### config.mk
export PLATFORM = sky130hd
export DESIGN_NAME = apb_fsm_controller_flat
export DESIGN_NICKNAME = d
export VERILOG_FILES = /design/src/rtl/apb_bridge_pkg.sv /design/src/rtl/apb_fsm_controller_if.sv /design/src/rtl/ahb_addr_decode.sv /design/src/rtl/apb_fsm_controller.sv /design/src/flat_wrapper.sv
export SDC_FILE = /design/constraint.sdc
export NUM_CORES = 1
export LEC_CHECK = 0
export CAP_MARGIN = 20
export CORE_MARGIN = 3
export CORE_UTILIZATION = 30
export CTS_BUF_LIST = sky130_fd_sc_hd__clkbuf_8
export DETAILED_ROUTE_END_ITERATION = 10
export GPL_TIMING_DRIVEN = 0
export PLACE_DENSITY_LB_ADDON = 0.2
export SYNTH_ARGS = -nofsm -noshare
export SYNTH_HDL_FRONTEND = slang
export SYNTH_SLANG_ARGS = --single-unit
### constraint.sdc
create_clock -name hclk -period 2.55 [get_ports hclk]
set_input_delay 0.51 -clock hclk [delete_from_list [all_inputs] [get_ports hclk]]
set_output_delay 0.51 -clock hclk [all_outputs]
set_load 0.05 [all_outputs]
### src/rtl/apb_bridge_pkg.sv
// ============================================================================
// Module : apb_bridge_pkg
// Brief  : Shared encodings and window defaults for the AHB-to-APB bridge.
// Rev    : 1.0
// ============================================================================
`default_nettype none

package apb_bridge_pkg;

   typedef enum logic [1:0] {
      ST_IDLE   = 2'd0,
      ST_WWAIT  = 2'd1,
      ST_SETUP  = 2'd2,
      ST_ENABLE = 2'd3
   } state_t;

   localparam logic [1:0] HTRANS_IDLE   = 2'b00;
   localparam logic [1:0] HTRANS_BUSY   = 2'b01;
   localparam logic [1:0] HTRANS_NONSEQ = 2'b10;
   localparam logic [1:0] HTRANS_SEQ    = 2'b11;

   localparam logic [1:0] HRESP_OKAY = 2'b00;

   localparam logic [31:0] APB_BASE_DEF     = 32'h8000_0000;
   localparam logic [31:0] APB_SLV_SPAN_DEF = 32'h0400_0000;

endpackage

`default_nettype wire

### src/rtl/apb_fsm_controller_if.sv
// ============================================================================
// Module : apb_fsm_controller_if
// Brief  : AHB-Lite slave side and APB master side signals of the bridge.
// Rev    : 1.0
// ============================================================================
`default_nettype none

interface apb_fsm_controller_if #(
   parameter int ADDR_W  = 32,
   parameter int DATA_W  = 32,
   parameter int NUM_SLV = 3
);
   logic [1:0]         htrans;
   logic               hready_in;
   logic               hwrite;
   logic [ADDR_W-1:0]  haddr;
   logic [DATA_W-1:0]  hwdata;
   logic [DATA_W-1:0]  prdata;
   logic               hready_out;
   logic [1:0]         hresp;
   logic [DATA_W-1:0]  hrdata;
   logic [NUM_SLV-1:0] psel;
   logic               penable;
   logic               pwrite;
   logic [ADDR_W-1:0]  paddr;
   logic [DATA_W-1:0]  pwdata;

   // master: the bridge itself; slave: the surrounding AHB/APB environment
   modport master (
      input  htrans, hready_in, hwrite, haddr, hwdata, prdata,
      output hready_out, hresp, hrdata, psel, penable, pwrite, paddr, pwdata
   );

   modport slave (
      output htrans, hready_in, hwrite, haddr, hwdata, prdata,
      input  hready_out, hresp, hrdata, psel, penable, pwrite, paddr, pwdata
   );
endinterface

`default_nettype wire

### src/rtl/ahb_addr_decode.sv
// ============================================================================
// Module : ahb_addr_decode
// Brief  : Qualifies an AHB address phase and one-hot decodes the APB slave.
// Rev    : 1.0
// ============================================================================
`default_nettype none

module ahb_addr_decode
   import apb_bridge_pkg::*;
#(
   parameter int              ADDR_W   = 32,
   parameter int              NUM_SLV  = 3,
   parameter logic [ADDR_W-1:0] BASE     = APB_BASE_DEF,
   parameter logic [ADDR_W-1:0] SLV_SPAN = APB_SLV_SPAN_DEF
) (
   input  wire logic [1:0]         htrans_i,
   input  wire logic               hready_in_i,
   input  wire logic [ADDR_W-1:0]  haddr_i,
   output      logic               valid_o,
   output      logic [NUM_SLV-1:0] sel_o
);

   localparam logic [ADDR_W:0] SPAN_X = {1'b0, SLV_SPAN};
   localparam logic [ADDR_W:0] WIN_X  = (ADDR_W+1)'(NUM_SLV) * SPAN_X;

   logic [ADDR_W:0] offset;
   logic            active;
   logic            in_win;

   // Extra MSB of the offset is the borrow: set when haddr sits below BASE.
   assign offset  = {1'b0, haddr_i} - {1'b0, BASE};
   assign active  = (htrans_i == HTRANS_NONSEQ) || (htrans_i == HTRANS_SEQ);
   assign in_win  = !offset[ADDR_W] && (offset < WIN_X);
   assign valid_o = hready_in_i && active && in_win;

   for (genvar i = 0; i < NUM_SLV; i++) begin : g_sel
      localparam logic [ADDR_W:0] LO_X = (ADDR_W+1)'(i) * SPAN_X;
      localparam logic [ADDR_W:0] HI_X = LO_X + SPAN_X;
      assign sel_o[i] = valid_o && (offset >= LO_X) && (offset < HI_X);
   end

endmodule

`default_nettype wire

### src/rtl/apb_fsm_controller.sv
// ============================================================================
// Module : apb_fsm_controller
// Brief  : AHB-Lite to APB bridge master FSM with SETUP/ENABLE sequencing.
// Rev    : 1.0
// ============================================================================
`default_nettype none

module apb_fsm_controller
   import apb_bridge_pkg::*;
#(
   parameter int                ADDR_W   = 32,
   parameter int                DATA_W   = 32,
   parameter int                NUM_SLV  = 3,
   parameter logic [ADDR_W-1:0] BASE     = APB_BASE_DEF,
   parameter logic [ADDR_W-1:0] SLV_SPAN = APB_SLV_SPAN_DEF
) (
   input wire logic               hclk,
   input wire logic               hresetn,
   apb_fsm_controller_if.master   bus
);

   state_t             state_q,    state_d;
   logic [NUM_SLV-1:0] psel_q,     psel_d;
   logic [NUM_SLV-1:0] selhold_q,  selhold_d;
   logic               penable_q,  penable_d;
   logic               pwrite_q,   pwrite_d;
   logic [ADDR_W-1:0]  paddr_q,    paddr_d;
   logic [DATA_W-1:0]  pwdata_q,   pwdata_d;
   logic [DATA_W-1:0]  hrdata_q,   hrdata_d;

   logic               valid;
   logic [NUM_SLV-1:0] sel;

   ahb_addr_decode #(
      .ADDR_W   (ADDR_W),
      .NUM_SLV  (NUM_SLV),
      .BASE     (BASE),
      .SLV_SPAN (SLV_SPAN)
   ) u_decode (
      .htrans_i    (bus.htrans),
      .hready_in_i (bus.hready_in),
      .haddr_i     (bus.haddr),
      .valid_o     (valid),
      .sel_o       (sel)
   );

   always_ff @(posedge hclk or negedge hresetn) begin
      if (!hresetn) begin
         state_q   <= ST_IDLE;
         psel_q    <= '0;
         selhold_q <= '0;
         penable_q <= 1'b0;
         pwrite_q  <= 1'b0;
         paddr_q   <= '0;
         pwdata_q  <= '0;
         hrdata_q  <= '0;
      end else begin
         state_q   <= state_d;
         psel_q    <= psel_d;
         selhold_q <= selhold_d;
         penable_q <= penable_d;
         pwrite_q  <= pwrite_d;
         paddr_q   <= paddr_d;
         pwdata_q  <= pwdata_d;
         hrdata_q  <= hrdata_d;
      end
   end

   always_comb begin
      state_d   = state_q;
      psel_d    = psel_q;
      selhold_d = selhold_q;
      penable_d = penable_q;
      pwrite_d  = pwrite_q;
      paddr_d   = paddr_q;
      pwdata_d  = pwdata_q;
      hrdata_d  = hrdata_q;

      case (state_q)
         ST_IDLE: begin
            if (valid) begin
               paddr_d   = bus.haddr;
               pwrite_d  = bus.hwrite;
               selhold_d = sel;
               psel_d    = bus.hwrite ? '0 : sel;
               state_d   = bus.hwrite ? ST_WWAIT : ST_SETUP;
            end
         end
         ST_WWAIT: begin
            pwdata_d = bus.hwdata;
            psel_d   = selhold_q;
            state_d  = ST_SETUP;
         end
         ST_SETUP: begin
            penable_d = 1'b1;
            state_d   = ST_ENABLE;
         end
         ST_ENABLE: begin
            if (!pwrite_q) begin
               hrdata_d = bus.prdata;
            end
            penable_d = 1'b0;
            // A write follow-on drops psel for the WWAIT cycle; a read keeps it live.
            if (valid) begin
               paddr_d   = bus.haddr;
               pwrite_d  = bus.hwrite;
               selhold_d = sel;
               psel_d    = bus.hwrite ? '0 : sel;
               state_d   = bus.hwrite ? ST_WWAIT : ST_SETUP;
            end else begin
               psel_d  = '0;
               state_d = ST_IDLE;
            end
         end
         default: begin
            state_d = ST_IDLE;
         end
      endcase
   end

   assign bus.hready_out = (state_q == ST_IDLE) || (state_q == ST_ENABLE);
   assign bus.hresp      = HRESP_OKAY;
   assign bus.hrdata     = ((state_q == ST_ENABLE) && !pwrite_q) ? bus.prdata : hrdata_q;
   assign bus.psel       = psel_q;
   assign bus.penable    = penable_q;
   assign bus.pwrite     = pwrite_q;
   assign bus.paddr      = paddr_q;
   assign bus.pwdata     = pwdata_q;

endmodule

`default_nettype wire

### src/flat_wrapper.sv
// flat-port wrapper written by rule: the top's interface ports become plain ports
module apb_fsm_controller_flat import apb_bridge_pkg::*;
#(
   parameter int                ADDR_W   = 32,
   parameter int                DATA_W   = 32,
   parameter int                NUM_SLV  = 3,
   parameter logic [ADDR_W-1:0] BASE     = APB_BASE_DEF,
   parameter logic [ADDR_W-1:0] SLV_SPAN = APB_SLV_SPAN_DEF
)
  (hclk, hresetn, bus_htrans, bus_hready_in, bus_hwrite, bus_haddr, bus_hwdata, bus_prdata, bus_hready_out, bus_hresp, bus_hrdata, bus_psel, bus_penable, bus_pwrite, bus_paddr, bus_pwdata);
  apb_fsm_controller_if #(.ADDR_W(ADDR_W), .DATA_W(DATA_W), .NUM_SLV(NUM_SLV)) bus_i ();
  input wire logic hclk;
  input wire logic hresetn;
  input wire logic [$bits(bus_i.htrans)-1:0] bus_htrans;
  input wire logic [$bits(bus_i.hready_in)-1:0] bus_hready_in;
  input wire logic [$bits(bus_i.hwrite)-1:0] bus_hwrite;
  input wire logic [$bits(bus_i.haddr)-1:0] bus_haddr;
  input wire logic [$bits(bus_i.hwdata)-1:0] bus_hwdata;
  input wire logic [$bits(bus_i.prdata)-1:0] bus_prdata;
  output wire logic [$bits(bus_i.hready_out)-1:0] bus_hready_out;
  output wire logic [$bits(bus_i.hresp)-1:0] bus_hresp;
  output wire logic [$bits(bus_i.hrdata)-1:0] bus_hrdata;
  output wire logic [$bits(bus_i.psel)-1:0] bus_psel;
  output wire logic [$bits(bus_i.penable)-1:0] bus_penable;
  output wire logic [$bits(bus_i.pwrite)-1:0] bus_pwrite;
  output wire logic [$bits(bus_i.paddr)-1:0] bus_paddr;
  output wire logic [$bits(bus_i.pwdata)-1:0] bus_pwdata;
  assign bus_i.htrans = bus_htrans;
  assign bus_i.hready_in = bus_hready_in;
  assign bus_i.hwrite = bus_hwrite;
  assign bus_i.haddr = bus_haddr;
  assign bus_i.hwdata = bus_hwdata;
  assign bus_i.prdata = bus_prdata;
  assign bus_hready_out = bus_i.hready_out;
  assign bus_hresp = bus_i.hresp;
  assign bus_hrdata = bus_i.hrdata;
  assign bus_psel = bus_i.psel;
  assign bus_penable = bus_i.penable;
  assign bus_pwrite = bus_i.pwrite;
  assign bus_paddr = bus_i.paddr;
  assign bus_pwdata = bus_i.pwdata;
  apb_fsm_controller #(.ADDR_W(ADDR_W), .DATA_W(DATA_W), .NUM_SLV(NUM_SLV), .BASE(BASE), .SLV_SPAN(SLV_SPAN)) u_core (.hclk(hclk), .hresetn(hresetn), .bus(bus_i));
endmodule
==> results.cfg <==
[outcome]
status = finished clean

[placed_design]
port_buffers = 202
dp_hpwl_mm = 7.793
gp_congestion = 0.7165
placed_area_um2 = 6535

[critical_path]
crit_type = reg2out
path_max_fanout = 5
slowest_delay_ps = 420
cp.arrival_ps = 1920
path_cells = ha_4 -> nor2b_2 -> buf_8 -> mux2_2 -> clkdlybuf4s15_2
worstSetupEndpointType = output port
cp-start-kind = register
required_ps = 2040
cp_slowest_cell = dfrtp_1

[final_layout]
mostFrequentLayoutCell = clkdlybuf4s50_1
multi_input_area_um2 = 1521
final_cell_mix = clkdlybuf4s50_1 (168), dfrtp_1 (106), mux2_2 (65)
final_layout_size_suffix_gt1_share_pct = 33.54
fillCellCount = 1214
syn_to_final_growth_pct = 60.92
seq_area_um2 = 2653
fin_area_um2 = 6862
diodes = 0
final_net_count = 591

[timing]
fin_tns_setup_ps = 0
hold_viol = 0
min_period_ps = 2430
period_share_pct = 95.30
finClkSkew_ps = 10.03
drv_slew = 0
maxSlewHeadroom_pct = 57.50
setup_viol = 0
holdWs_ps = 129.7
max_freq_ghz = 0.4115
rsz0062_at_grt = no
worst_pin_slew_ps = 637.5

[hold_path]
min_path_type = in2async

[global_routing]
grt_usage_pct = 13.29
grt_pass1_vias = 3113
grt_max_degree = 61
antenna_found_initial = 0
gr-total-overflow = 0
grt_pass1_wl_mm = 16.57

[synth]
avgSynthCellArea_um2 = 16.03
ys_types = 34
ys_seq_elements = 106
ys_warn_count = 0
synth_top_area_share_pct = 62.21
synth.cell_area_um2 = 4264
synth_area_leaders = dfrtp_1 (62%), mux2_2 (17%), mux2_4 (9.9%)
synthCells = 266
synth_top_cell_by_area = dfrtp_1
synth_seq_area_share_pct = 62.21

[die]
die_x_um = 125.2
die_h_um = 125.2
die-area_um2 = 15680
std_cell_rows = 42
ioPinCount = 206
core_area_um2 = 13560
start_util_pct = 31.45

[clock_network]
cts_tree = yes
clkTransAtPathRegs_ps = 100
root_buffer = clkbuf_8
holdBufCountCts = 0
cts_buffers = 9
clock_sinks = 106
cts.path.max_buffers = 2
insertion_delay_ps = 370
htree_levels = 3

[pwr]
p_leak_nw = 3.037
vdd_drop_max_mv = 0.6102
power.density_nw_per_um2 = 1527

[flow_run]
cap_violations = 0

[drt]
drt_iter0_markers = 52
viasPerCell = 4.389
routed-via-count = 2919
wl_mm = 10.16
drt_first_pass_iters = 4
wl_per_cell_um = 15.27
drtAntennaViolNets = 0
drcViolationCount = 0
worst max-delay path: cells and delay by family, from the launching register on:
kind,cells,cell delay [ps]
AND/OR/NAND/NOR,1,150
adder cells (fa/ha/maj),1,150
multiplexers,1,350
buffers and inverters,2,480
flip-flops,1,420
worst paths after layout:
path	slack [ps]	end	from	cells after the start
max	120	bus_hrdata[0]	u_core.state_q[0]$_DFFE_PN0P_	5
min	130	u_core.bus.pwdata[29]$_DFFE_PN0P_	hresetn	1
max reg2reg	470	u_core.bus.pwdata[21]$_DFFE_PN0P_	u_core.state_q[1]$_DFFE_PN0P_	6
min reg2reg	490	u_core.selhold_q[2]$_DFFE_PN0P_	u_core.selhold_q[2]$_DFFE_PN0P_	2
max in group asynchronous	1700	u_core.hrdata_q[20]$_DFFE_PN0P_	hresetn	2
min in group hclk	490	u_core.selhold_q[2]$_DFFE_PN0P_	u_core.selhold_q[2]$_DFFE_PN0P_	2
through the flow:
stage / setup slack (ps) / total power, mW / util, % / cells
floorplan: 376.4 / 7.057 / - / 267
CTS: 1.555 / 10.25 / 49.46 / 665
detailed placement: -491.0 / 9.183 / 48.20 / 646
finish: 119.8 / 10.48 / 50.61 / 665
global route: 0.8789 / 11.00 / 50.61 / 665
global placement: -3094 / 9.098 / 48.02 / 645
kinds of logic (layout without fill, tap and decap cells):
family,after synthesis,count (layout),synth area share (%)
AND/OR/NAND/NOR,26,26,3.668
flip-flops,106,106,62.21
multiplexers,94,94,27.26
other,1,2,0.08794
AO/OA/AOI/OAI,15,15,2.758
buffers and inverters,19,241,2.553
adder cells (fa/ha/maj),5,5,1.467
Yosys cell counts, drive strengths merged:
library cell and number:
dfrtp 106, mux2 93, buf 11, nand2 7
ha 5, inv 5, o21ai 4, and2 3
clkbuf 3, nor2 3, a211oi 2, a2bb2oi 2
a31oi 2, nand2b 2, nand3 2, nor2b 2
nor3 2, a21oi 1, a22o 1, a22oi 1
and2b 1, and3 1, and4bb 1, conb 1
mux2i 1, nand3b 1, nand4 1, o31ai 1
o41ai 1
layer usage:
layer / track usage (%) / wire length (µm)
met5: 0 / 0
met4: 4.401 / 141
met3: 5.373 / 727
met1: 15.85 / 4203
met2: 21.99 / 5083
area by class of cell:
type / instances / area share (%)
Buffer: 14 / 1.915
Clock buffer: 9 / 1.805
Clock inverter: 7 / 1.714
Inverter: 5 / 0.2735
Multi-Input combinational cell: 142 / 22.17
Sequential cell: 106 / 38.66
Tap cell: 176 / 3.209
Timing Repair Buffer: 206 / 30.25
state kept, by name, indices dropped and copies added, names as in the netlist:
| signal | count |
|---|---|
| u_core.bus.paddr | 32 |
| u_core.bus.penable | 1 |
| u_core.bus.psel | 3 |
| u_core.bus.pwdata | 32 |
| u_core.bus.pwrite | 1 |
| u_core.hrdata_q | 32 |
| u_core.selhold_q | 3 |
| u_core.state_q | 2 |
report_power, final:
part | total (mW) | internal [mW] | switching (mW)
clock | 1.21 | 0.649 | 0.561
combinational | 6.53 | 2.52 | 4.01
sequential | 2.73 | 2.42 | 0.312
timing repair:
| item | in CTS | in global routing |
|---|---|---|
| pin swaps | 1 | 0 |
| endpoints found under the setup margin | 33 | 32 |
| buffers inserted | 3 | 0 |
| gates resized for setup | 173 | 87 |
(Power assumes the default switching activity.)
